===== config.mk =====
export PLATFORM = sky130hd
export DESIGN_NAME = switch_matrix_cfg_flat
export DESIGN_NICKNAME = d
export VERILOG_FILES = /design/src/rtl/switch_matrix_cfg_pkg.sv /design/src/rtl/switch_matrix_cfg_if.sv /design/src/rtl/switch_matrix_cfg_mux.sv /design/src/rtl/switch_matrix_cfg.sv /design/src/flat_wrapper.sv
export SDC_FILE = /design/constraint.sdc
export NUM_CORES = 1
export LEC_CHECK = 0
export CORE_MARGIN = 1.5
export CORE_UTILIZATION = 44
export CTS_CLUSTER_SIZE = 30
export DETAILED_ROUTE_END_ITERATION = 10
export GPL_TIMING_DRIVEN = 0
export SLEW_MARGIN = 0
export SYNTH_ARGS = -nofsm -noshare
export SYNTH_HDL_FRONTEND = slang
export SYNTH_HIERARCHICAL = 1
export SYNTH_SLANG_ARGS = --single-unit

===== constraint.sdc =====
create_clock -name clk -period 8 [get_ports clk]
set_clock_uncertainty 0.15 [all_clocks]
set_input_delay 2.4 -clock clk [delete_from_list [all_inputs] [get_ports clk]]
set_output_delay 2.4 -clock clk [all_outputs]
set_load 0.01 [all_outputs]

===== src/rtl/switch_matrix_cfg_pkg.sv =====
// Shared types and constants for the routing switch matrix configuration block.
package switch_matrix_pkg;

    // Error reported by the last rejected write or failed commit.
    typedef enum logic [1:0] {
        ERR_NONE  = 2'd0,
        ERR_RANGE = 2'd1,
        ERR_SELF  = 2'd2,
        ERR_PAIR  = 2'd3
    } err_code_t;

    // Commit sequencer states.
    typedef enum logic [1:0] {
        IDLE     = 2'd0,
        VALIDATE = 2'd1,
        APPLY    = 2'd2
    } state_t;

    // Driver index reserved for "track not driven".
    localparam int UNDRIVEN = 0;

endpackage


===== src/rtl/switch_matrix_cfg_if.sv =====
// Configuration / status bus between the configuration controller and the matrix.
interface switch_matrix_cfg_if
    import switch_matrix_pkg::*;
#(
    parameter int N_WIRES = 18,
    parameter int SEL_W   = $clog2(N_WIRES + 1)
);
    logic             cfg_valid;
    logic             cfg_ready;
    logic [SEL_W-1:0] cfg_wire_idx;
    logic [SEL_W-1:0] cfg_sel;
    logic             cfg_commit;
    logic             cfg_clear;
    logic             busy;
    logic             err_flag;
    err_code_t        err_code;
    logic [SEL_W-1:0] rb_idx;
    logic [SEL_W-1:0] rb_sel;

    modport master (
        output cfg_valid, cfg_wire_idx, cfg_sel, cfg_commit, cfg_clear, rb_idx,
        input  cfg_ready, busy, err_flag, err_code, rb_sel
    );

    modport slave (
        input  cfg_valid, cfg_wire_idx, cfg_sel, cfg_commit, cfg_clear, rb_idx,
        output cfg_ready, busy, err_flag, err_code, rb_sel
    );
endinterface


===== src/rtl/switch_matrix_cfg_mux.sv =====
// One routing track: selects its driver from the sampled tracks, or stays tri-stated.
module switch_matrix_mux
    import switch_matrix_pkg::*;
#(
    parameter int N_WIRES = 18,
    parameter int SEL_W   = $clog2(N_WIRES + 1)
) (
    input  logic [SEL_W-1:0]   sel,
    input  logic [N_WIRES-1:0] wire_in,
    output logic               wire_out,
    output logic               wire_oe
);
    // Bit 0 is a constant 0 so index 0 (undriven) naturally yields a quiet output.
    logic [N_WIRES:0] padded;

    // Driver selection is purely combinational from the active index.
    always_comb begin
        padded   = {wire_in, 1'b0};
        wire_oe  = (sel != SEL_W'(UNDRIVEN));
        wire_out = padded[sel];
    end
endmodule


===== src/rtl/switch_matrix_cfg.sv =====
// Switch matrix with run-time configuration: shadow table written over the bus,
// validated for self/pair loops on commit, then copied to the active table.
module switch_matrix_cfg
    import switch_matrix_pkg::*;
#(
    parameter int N_WIRES = 18,
    parameter int SEL_W   = $clog2(N_WIRES + 1)
) (
    input  logic               clk,
    input  logic               rst,
    switch_matrix_cfg_if.slave bus,
    input  logic [N_WIRES-1:0] wire_in,
    output logic [N_WIRES-1:0] wire_out,
    output logic [N_WIRES-1:0] wire_oe
);
    localparam logic [SEL_W-1:0] N_SEL    = SEL_W'(N_WIRES);
    localparam logic [SEL_W-1:0] SEL_NONE = SEL_W'(UNDRIVEN);

    state_t           state_reg, state_next;
    // Entry 0 is never written and stays 0, which keeps index arithmetic simple.
    logic [SEL_W-1:0] shadow_reg [0:N_WIRES];
    logic [SEL_W-1:0] active_reg [0:N_WIRES];
    logic [SEL_W-1:0] chk_idx_reg;
    err_code_t        err_code_reg;
    logic             err_flag_reg;
    logic [SEL_W-1:0] rb_sel_reg;

    logic             idle;
    logic             range_bad;
    logic             self_bad;
    logic             wr_fire;
    logic [SEL_W-1:0] chk_sel;
    logic             pair_loop;
    logic             chk_last;

    // Write qualification and the per-entry loop check for the validation walk.
    always_comb begin
        range_bad = (bus.cfg_wire_idx == SEL_NONE) || (bus.cfg_wire_idx > N_SEL)
                    || (bus.cfg_sel > N_SEL);
        self_bad  = (bus.cfg_sel == bus.cfg_wire_idx);
        chk_sel   = shadow_reg[chk_idx_reg];
        pair_loop = (chk_sel != SEL_NONE) && (shadow_reg[chk_sel] == chk_idx_reg);
        chk_last  = (chk_idx_reg == N_SEL);
    end

    // Next state and handshake outputs; requests are only honoured in IDLE.
    always_comb begin
        state_next = state_reg;
        idle       = 1'b0;
        unique case (state_reg)
            IDLE: begin
                idle = 1'b1;
                if (bus.cfg_commit) state_next = VALIDATE;
            end
            VALIDATE: begin
                if (pair_loop)     state_next = IDLE;
                else if (chk_last) state_next = APPLY;
            end
            APPLY:   state_next = IDLE;
            default: state_next = IDLE;
        endcase
        wr_fire = bus.cfg_valid && idle;
    end

    // State register.
    always_ff @(posedge clk or posedge rst) begin
        if (rst) state_reg <= IDLE;
        else     state_reg <= state_next;
    end

    // Validation walk index: restarts at track 1 whenever idle.
    always_ff @(posedge clk or posedge rst) begin
        if (rst)                        chk_idx_reg <= SEL_W'(1);
        else if (state_reg == VALIDATE) chk_idx_reg <= chk_idx_reg + SEL_W'(1);
        else                            chk_idx_reg <= SEL_W'(1);
    end

    // Shadow table and error status; a same-cycle write overrides clear for its entry.
    always_ff @(posedge clk or posedge rst) begin
        if (rst) begin
            for (int k = 0; k <= N_WIRES; k++) shadow_reg[k] <= '0;
            err_code_reg <= ERR_NONE;
            err_flag_reg <= 1'b0;
        end else begin
            if (idle && bus.cfg_clear) begin
                for (int k = 0; k <= N_WIRES; k++) shadow_reg[k] <= '0;
            end
            if (wr_fire) begin
                if (range_bad) begin
                    err_code_reg <= ERR_RANGE;
                    err_flag_reg <= 1'b1;
                end else if (self_bad) begin
                    err_code_reg <= ERR_SELF;
                    err_flag_reg <= 1'b1;
                end else begin
                    shadow_reg[bus.cfg_wire_idx] <= bus.cfg_sel;
                    err_code_reg <= ERR_NONE;
                    err_flag_reg <= 1'b0;
                end
            end
            if (state_reg == VALIDATE && pair_loop) begin
                err_code_reg <= ERR_PAIR;
                err_flag_reg <= 1'b1;
            end
            if (state_reg == APPLY) begin
                err_code_reg <= ERR_NONE;
                err_flag_reg <= 1'b0;
            end
        end
    end

    // Active table: whole shadow copied in the single APPLY cycle.
    always_ff @(posedge clk or posedge rst) begin
        if (rst) begin
            for (int k = 0; k <= N_WIRES; k++) active_reg[k] <= '0;
        end else if (state_reg == APPLY) begin
            for (int k = 0; k <= N_WIRES; k++) active_reg[k] <= shadow_reg[k];
        end
    end

    // Registered readback of the active driver; out-of-range indices read as 0.
    always_ff @(posedge clk or posedge rst) begin
        if (rst)                   rb_sel_reg <= '0;
        else if (bus.rb_idx > N_SEL) rb_sel_reg <= '0;
        else                       rb_sel_reg <= active_reg[bus.rb_idx];
    end

    assign bus.cfg_ready = idle;
    assign bus.busy      = !idle;
    assign bus.err_flag  = err_flag_reg;
    assign bus.err_code  = err_code_reg;
    assign bus.rb_sel    = rb_sel_reg;

    // One driver mux per track; track gi maps to bit gi-1.
    for (genvar gi = 1; gi <= N_WIRES; gi++) begin : g_track
        switch_matrix_mux #(
            .N_WIRES (N_WIRES),
            .SEL_W   (SEL_W)
        ) u_mux (
            .sel      (active_reg[gi]),
            .wire_in  (wire_in),
            .wire_out (wire_out[gi-1]),
            .wire_oe  (wire_oe[gi-1])
        );
    end
endmodule


===== src/flat_wrapper.sv =====
// flat-port wrapper written by rule: the top's interface ports become plain ports
module switch_matrix_cfg_flat import switch_matrix_pkg::*;
#(
    parameter int N_WIRES = 18,
    parameter int SEL_W   = $clog2(N_WIRES + 1)
)
  (clk, rst, wire_in, wire_out, wire_oe, bus_cfg_valid, bus_cfg_wire_idx, bus_cfg_sel, bus_cfg_commit, bus_cfg_clear, bus_rb_idx, bus_cfg_ready, bus_busy, bus_err_flag, bus_err_code, bus_rb_sel);
  switch_matrix_cfg_if #(.N_WIRES(N_WIRES), .SEL_W(SEL_W)) bus_i ();
  input  logic clk;
  input  logic rst;
  input  logic [N_WIRES-1:0] wire_in;
  output logic [N_WIRES-1:0] wire_out;
  output logic [N_WIRES-1:0] wire_oe;
  input wire logic [$bits(bus_i.cfg_valid)-1:0] bus_cfg_valid;
  input wire logic [$bits(bus_i.cfg_wire_idx)-1:0] bus_cfg_wire_idx;
  input wire logic [$bits(bus_i.cfg_sel)-1:0] bus_cfg_sel;
  input wire logic [$bits(bus_i.cfg_commit)-1:0] bus_cfg_commit;
  input wire logic [$bits(bus_i.cfg_clear)-1:0] bus_cfg_clear;
  input wire logic [$bits(bus_i.rb_idx)-1:0] bus_rb_idx;
  output wire logic [$bits(bus_i.cfg_ready)-1:0] bus_cfg_ready;
  output wire logic [$bits(bus_i.busy)-1:0] bus_busy;
  output wire logic [$bits(bus_i.err_flag)-1:0] bus_err_flag;
  output wire logic [$bits(bus_i.err_code)-1:0] bus_err_code;
  output wire logic [$bits(bus_i.rb_sel)-1:0] bus_rb_sel;
  assign bus_i.cfg_valid = bus_cfg_valid;
  assign bus_i.cfg_wire_idx = bus_cfg_wire_idx;
  assign bus_i.cfg_sel = bus_cfg_sel;
  assign bus_i.cfg_commit = bus_cfg_commit;
  assign bus_i.cfg_clear = bus_cfg_clear;
  assign bus_i.rb_idx = bus_rb_idx;
  assign bus_cfg_ready = bus_i.cfg_ready;
  assign bus_busy = bus_i.busy;
  assign bus_err_flag = bus_i.err_flag;
  assign bus_err_code = bus_i.err_code;
  assign bus_rb_sel = bus_i.rb_sel;
  switch_matrix_cfg #(.N_WIRES(N_WIRES), .SEL_W(SEL_W)) u_core (.clk(clk), .rst(rst), .bus(bus_i), .wire_in(wire_in), .wire_out(wire_out), .wire_oe(wire_oe));
endmodule

==> results of run 1 <==
## cell families (layout without fill, tap and decap cells)
family | Yosys count | count (layout)
simple gates | 518 | 518
mux | 318 | 318
compound gates | 264 | 264
flops | 205 | 205
buf+inv | 125 | 239
xor+xnor | 9 | 9
fa+ha+maj | 2 | 2
## cell usage in the layout, fill, tap and decap left out, types with 12 or more instances in the layout
cell and n:
nand2_1 137, and3_1 13, clkbuf_8 19, mux2i_1 122, nand3b_1 36, o211ai_2 18, nor3_1 27, dfrtp_1 204
a21oi_1 53, clkbuf_16 23, buf_2 12, mux4_2 27, o21ai_0 135, mux2_2 125, buf_6 21, mux4_1 43
nand3b_2 18, inv_1 15, clkbuf_1 50, nand3_1 150, clkdlybuf4s50_1 72, nor2_1 89
## critical path: stages
cell and delay [ps]:
clkdlybuf4s50_1 830, mux4_1 680, mux2_2 290, nand3b_2 80
o211ai_2 100, clkdlybuf4s50_1 490
## worst max-delay path by stage
stage	endpoint	slack (ps)	startpoint
2_1_floorplan	wire_out[16]	2140	wire_in[12]
3_3_place_gp	wire_out[5]	570	wire_in[12]
3_5_place_dp	wire_out[5]	610	wire_in[12]
4_1_cts	wire_out[5]	600	wire_in[12]
5_1_grt	wire_out[5]	510	wire_in[12]
6_report	wire_out[5]	560	wire_in[11]
## stage by stage
stage,area [um2],setup slack [ps],util [%],instances,total power (W)
6_report,16900,558,51.4,1997,0.00335
5_1_grt,16900,514,51.4,1997,0.00350
4_1_cts,16900,605,51.4,1997,0.00335
3_5_place_dp,16200,614,49.3,1960,0.00235
3_3_place_gp,16100,574,49.0,1955,0.00234
2_1_floorplan,14800,2140,-,1441,0.00197
## metal layers
layer	part of all wire, %	wire (um)	vias up
met4	2.5	1270	0
met3	6.2	3120	65
li1	-	-	5585
met5	0	0	-
met1	47	23600	6277
met2	45	22600	527
## Yosys cell counts (all sizes together) (5+ instances only)
cell type,instances
a21oi,53
a22oi,8
and2,10
and3,13
buf,47
clkbuf,62
dfrtp,204
inv,16
mux2,126
mux2i,122
mux4,70
nand2,141
nand3,152
nand3b,54
nor2,90
nor2b,10
nor3,27
o211ai,22
o21ai,142
o22ai,6
xnor2,5
## report_power, final
group,leakage (nW),switching (W),internal [W]
sequential,2.83,0.0000357,0.00107
clock,0.346,0.000402,0.000596
combinational,3.81,0.000791,0.000464
## layout make-up
type	instances	area, um2
Buffer	109	806
Multi-Input combinational cell	1111	8790
Fill cell	3040	15900
Sequential cell	205	5130
Timing Repair Buffer	77	821
Clock buffer	30	612
Inverter	16	63.8
Tap cell	442	553
Clock inverter	7	85.1
==> metrics, run 1 <==
worst hold path class flop to flop; global-route met3 utilization 2.96%; Simple-Gate Fraction of Synth Area 17.8%; clock buffers created by TritonCTS 22; fraction of synthesized area in multiplexers 29.6%; Seq cells post-synth 205; dominant combinational cell family by area after synthesis multiplexers; dominant cells by area after synthesis dfrtp_1, mux2_2, mux2i_1; largest net degree at the start of global routing 44; synthesis-to-finish area growth 14.1%; effective utilization at floorplan 45.1%; final estimated routing congestion in global placement 0.964; warning count from the yosys run 6; leak pwr 6.99 nW; TritonCTS Sinks 205; chip height 186 um; count of pins over their slew limit 0; buffers from clock root to sink, at most 3; number of global-route vias before repair 11.5k; Core Footprint 32800 um2; row cnt 66; measured slew at the worst slew-check pin 1020 ps; worst reg2reg path depth 12; IO Pins 84; number of enable-type register cells in the synthesized netlist 0; proportion of netlist area held by the largest area contributor 34.5%; post-synthesis cell type count 76; global route overflow 0; element type at the critical path end output pin; final setup fails 0; setup TNS after final layout 0 ps; syn nets 1481; antenna fix cells 0; final routed wire length divided by cell count 25.4 um; fmax 0.134 GHz; async set-reset flop share out of synthesis 100%; xor/xnor cell area share of the yosys netlist 0.533%; routed via count divided by cell count 6.24; capture instance of the worst register-to-register path u_core/state_reg[1]; number of DRC markers in iteration 0 1153; PortBufs 72; number of antenna violations at the first check in global routing 0; startpoint kind of the worst setup timing path primary input; run status finished clean; peak supply drop 0.153 mV; gr usage total 29.4%; met2 Track Usage GR 46.1%; endpoint of the worst hold path u_core/bus.err_code[0]; number of cells produced by synthesis 1441; Resize count post-CTS 0; later-pin clock latency in the skew report 510 ps; cell area after technology mapping 14800 um2; final hold slack 376 ps; unrepaired setup endpoints after global routing no; post-layout min period 7440 ps; highest net fanout along the worst path 18; WP data arrival 4890 ps; remaining max-slew budget at the tightest pin 31.9%; number of buffers added to fix hold violations after cts 0; Crit path required time 5450 ps; Avg Cell Area, Syn 10.3 um2; sum of routed wire length over all layers 50600 um; Min-Delay Path Depth 2; CTS tree built; width of the die 186 um; part of the cycle the worst path needs 93.0%; share of layout cells above drive strength 1 19.3%; worst reg2reg startpoint u_core/chk_idx_reg[0]; drt first pass iters 7; hold path startpoint u_core/bus.err_code[0]; Setup Buffers After CTS 0; NumNets Final 1582; reg2reg setup slack 3440 ps; clock transition at the register clock pins on the worst setup and hold paths after CTS 50 ps; count of nets left with antenna violations after detail routing 0; path type of the worst setup path primary input to output pin; cell accounting for the most synthesized area dfrtp_1; wire length of the first global-routing pass 75400 um; master cell of the clock root buffer clkbuf_16; global route hottest layer met2; HPWL after DPL 37900 um; Synth Area in Compound Gates 11.3%; H-tree depth reported by CTS 1; Remaining DRCs 0; total number of vias 12.5k; Die Area 34700 um2; sequential share of the synthesized area 34.7%; leading register cell type out of synthesis dfrtp_1; power density relative to cell area 199 nW/um2; synthesized-area fraction occupied by adder cells 0.169%; met1 capacity usage during global routing 43.7%; Max-cap violations 0; number of hold violations in the final report 0
(Power assumes the default switching activity.)
==> run 2, diff against run 1 <==
--- a/config.mk
+++ b/config.mk
@@ -5,6 +5,7 @@
 export SDC_FILE = /design/constraint.sdc
 export NUM_CORES = 1
 export LEC_CHECK = 0
+export ABC_CLOCK_PERIOD_IN_PS = 8000
 export CORE_MARGIN = 1.5
 export CORE_UTILIZATION = 44
 export CTS_CLUSTER_SIZE = 30
==> results of run 2 <==
No change in the layout: final DEF, timing and power equal those of run 1.
==> edit (settings of run 2) <==
Compare `chk_idx_reg` against `N_SEL` with >= in place of ==.
--- a/src/rtl/switch_matrix_cfg.sv
+++ b/src/rtl/switch_matrix_cfg.sv
@@ -40,7 +40,7 @@
         self_bad  = (bus.cfg_sel == bus.cfg_wire_idx);
         chk_sel   = shadow_reg[chk_idx_reg];
         pair_loop = (chk_sel != SEL_NONE) && (shadow_reg[chk_sel] == chk_idx_reg);
-        chk_last  = (chk_idx_reg == N_SEL);
+        chk_last  = (chk_idx_reg >= N_SEL);
     end
 
     // Next state and handshake outputs; requests are only honoured in IDLE.
Behaviour: no difference found for any inputs over 4 cycles, from zero or initial values and one cycle with rst high; that may be too few to reach the edited logic, so the function may still have changed.
==> edit against run 2 <==
Final area down 0.30%; wire length down 1.3%; cell count up 0.60%; synthesized cell count up 0.69%; combinational power down 16%; setup slack better by 15 ps; die area down 0.72%; sequential cell count unchanged; synthesized area down 0.74%; power down 3.9%; largest cell class unchanged.
==> edit: results (changes against run 2) <==
Final layout
  • Layout cells sized above 1: 18.4% (-0.85 points)
  • Nets@finish: 1592 (+0.63%)
  • Filler cells: 3004 (-1.2%)

Drt
  • Via count: 12400 (-0.63%)
  • DR pass1 iterations: 5 (-2)
  • DR vias/cell: 6.16 (-1.2%)
  • WL/cell: 24.9 microns (-1.9%)

Outcome
  • Outcome: complete, no violations

Worst setup path
  • Crit-path max FO: 18 (unchanged)
  • Arrival @ worst endpoint: 4880 ps (about the same)
  • Reg-to-Reg Start: u_core/chk_idx_reg[0]$_DFF_PP1_
  • R2r setup slk: 3260 ps (-180 ps)
  • Worst setup path end: wire_out[6]
  • Crit. Startpoint: wire_in[14]
  • Reg2reg end: u_core/state_reg[0]$_DFFE_PP0P_
  • Max stage delay cell, worst path: clkdlybuf4s50_1

Yosys
  • Most frequent cells after synthesis: nand2_1 (221), dfrtp_1 (204), mux2i_1 (143)
  • Ranking of synthesized cells by area: dfrtp_1 (35%), mux2i_1 (9.8%), mux2_2 (8.8%), mux4_1 (6.4%), nand2_1 (5.7%)
  • Mapped Nets: 1491 (+0.68%)
  • Seq/Total Area, Yosys: 35.0% (+0.26 points)
  • Netlist cell types: 69 (-9.2%)
  • Avg Synthesized Cell Area: 10.1 sq um (-1.4%)
  • Synth warn: 6 (unchanged)

Place
  • PortBufs: 71 (-1.4%)
  • GP Congestion: 0.929 (-3.6%)
  • DP Wirelength: 36700 microns (-3.3%)
  • Inst Count DP: 1969 (+0.46%)

Timing
  • Max_slew headroom: 25.8% (-6.1 points)
  • Fin Hold WS: 359 ps (-16.9 ps)

Power
  • Pleak: 6.98 nW (about the same)
  • Peak supply drop: 165 uV (+7.8%)

GRT
  • Global-route wire length before repair: 74900 microns (-0.56%)
  • Grt met1 use: 42.3% (-1.4 points)
  • GRT Util Overall: 29.3% (-0.14 points)
  • Met2 usage: 44.8% (-1.4 points)
  • GR Util met3: 4.07% (+1.1 points)

Worst hold path
  • WHS Path Cells: 1 (-1)
  • Launch point of the worst hold path: u_core/active_reg[94]$_DFFE_PP0P_
  • Class of the worst hold path: flip-flop to flip-flop
  • WHS Endpoint: u_core/active_reg[94]$_DFFE_PP0P_

Clocking
  • Num CTS Buffers: 23 (+4.5%)
  • H-Tree Depth: 1 (unchanged)
## edit: changes by cell type in the layout (fill, tap and decap cells not counted), sizes merged, moves of 5 or more
cell / before / now
clkbuf: 92 / 103
nor2: 90 / 85
mux2i: 122 / 143
mux2: 126 / 118
nand2: 141 / 221
buf: 52 / 40
o21ai: 142 / 125
nand3: 152 / 80
## edit: layer usage
metal | wire (microns) | part of all wire [%] | vias to the layer above
li1 | - | - | 5573
met1 | 22700 | 45 | 6169
met2 | 21800 | 44 | 540
met3 | 3690 | 7.4 | 93
met4 | 1820 | 3.6 | 0
met5 | 0 | 0 | -
## edit: cells by family after synthesis
group | count (synthesis) | share of synthesized area [%]
muxes | 329 | 30.2
DFF | 205 | 35.0
xor gates and xnor gates | 9 | 0.537
and+or+nand+nor | 534 | 18.0
AOI/OAI and AO/OA | 248 | 10.6
adders and majority gates | 2 | 0.171
buffers and inverters | 124 | 5.60
## edit: through the flow
stage          setup WS, ps  utilization, %  area [sq um]  power (mW)
5_1_grt                 504            51.4         16800        3.36
6_report                573            51.4         16800        3.22
4_1_cts                 591            51.3         16800        3.22
2_1_floorplan          2140               -         14700        1.85
3_5_place_dp            615            49.0         16000        2.16
3_3_place_gp            582            48.7         15900        2.16
## edit: area by class of cell
type | count | share of cell area [%]
clock inverters | 10 | 0.670
plain buffers | 108 | 4.52
multi-input cells | 1122 | 52.0
repair buffers | 76 | 4.82
well taps | 442 | 3.29
flip-flops and latches | 205 | 30.5
inverters | 16 | 0.380
clock buffers | 30 | 3.82
## edit: where the power goes
| part | switching, mW | leakage [nW] | internal (mW) | total (mW) |
|---|---|---|---|---|
| clock network | 0.421 | 0.374 | 0.631 | 1.05 |
| registers | 0.0485 | 2.84 | 1.07 | 1.12 |
| logic | 0.647 | 3.77 | 0.406 | 1.05 |
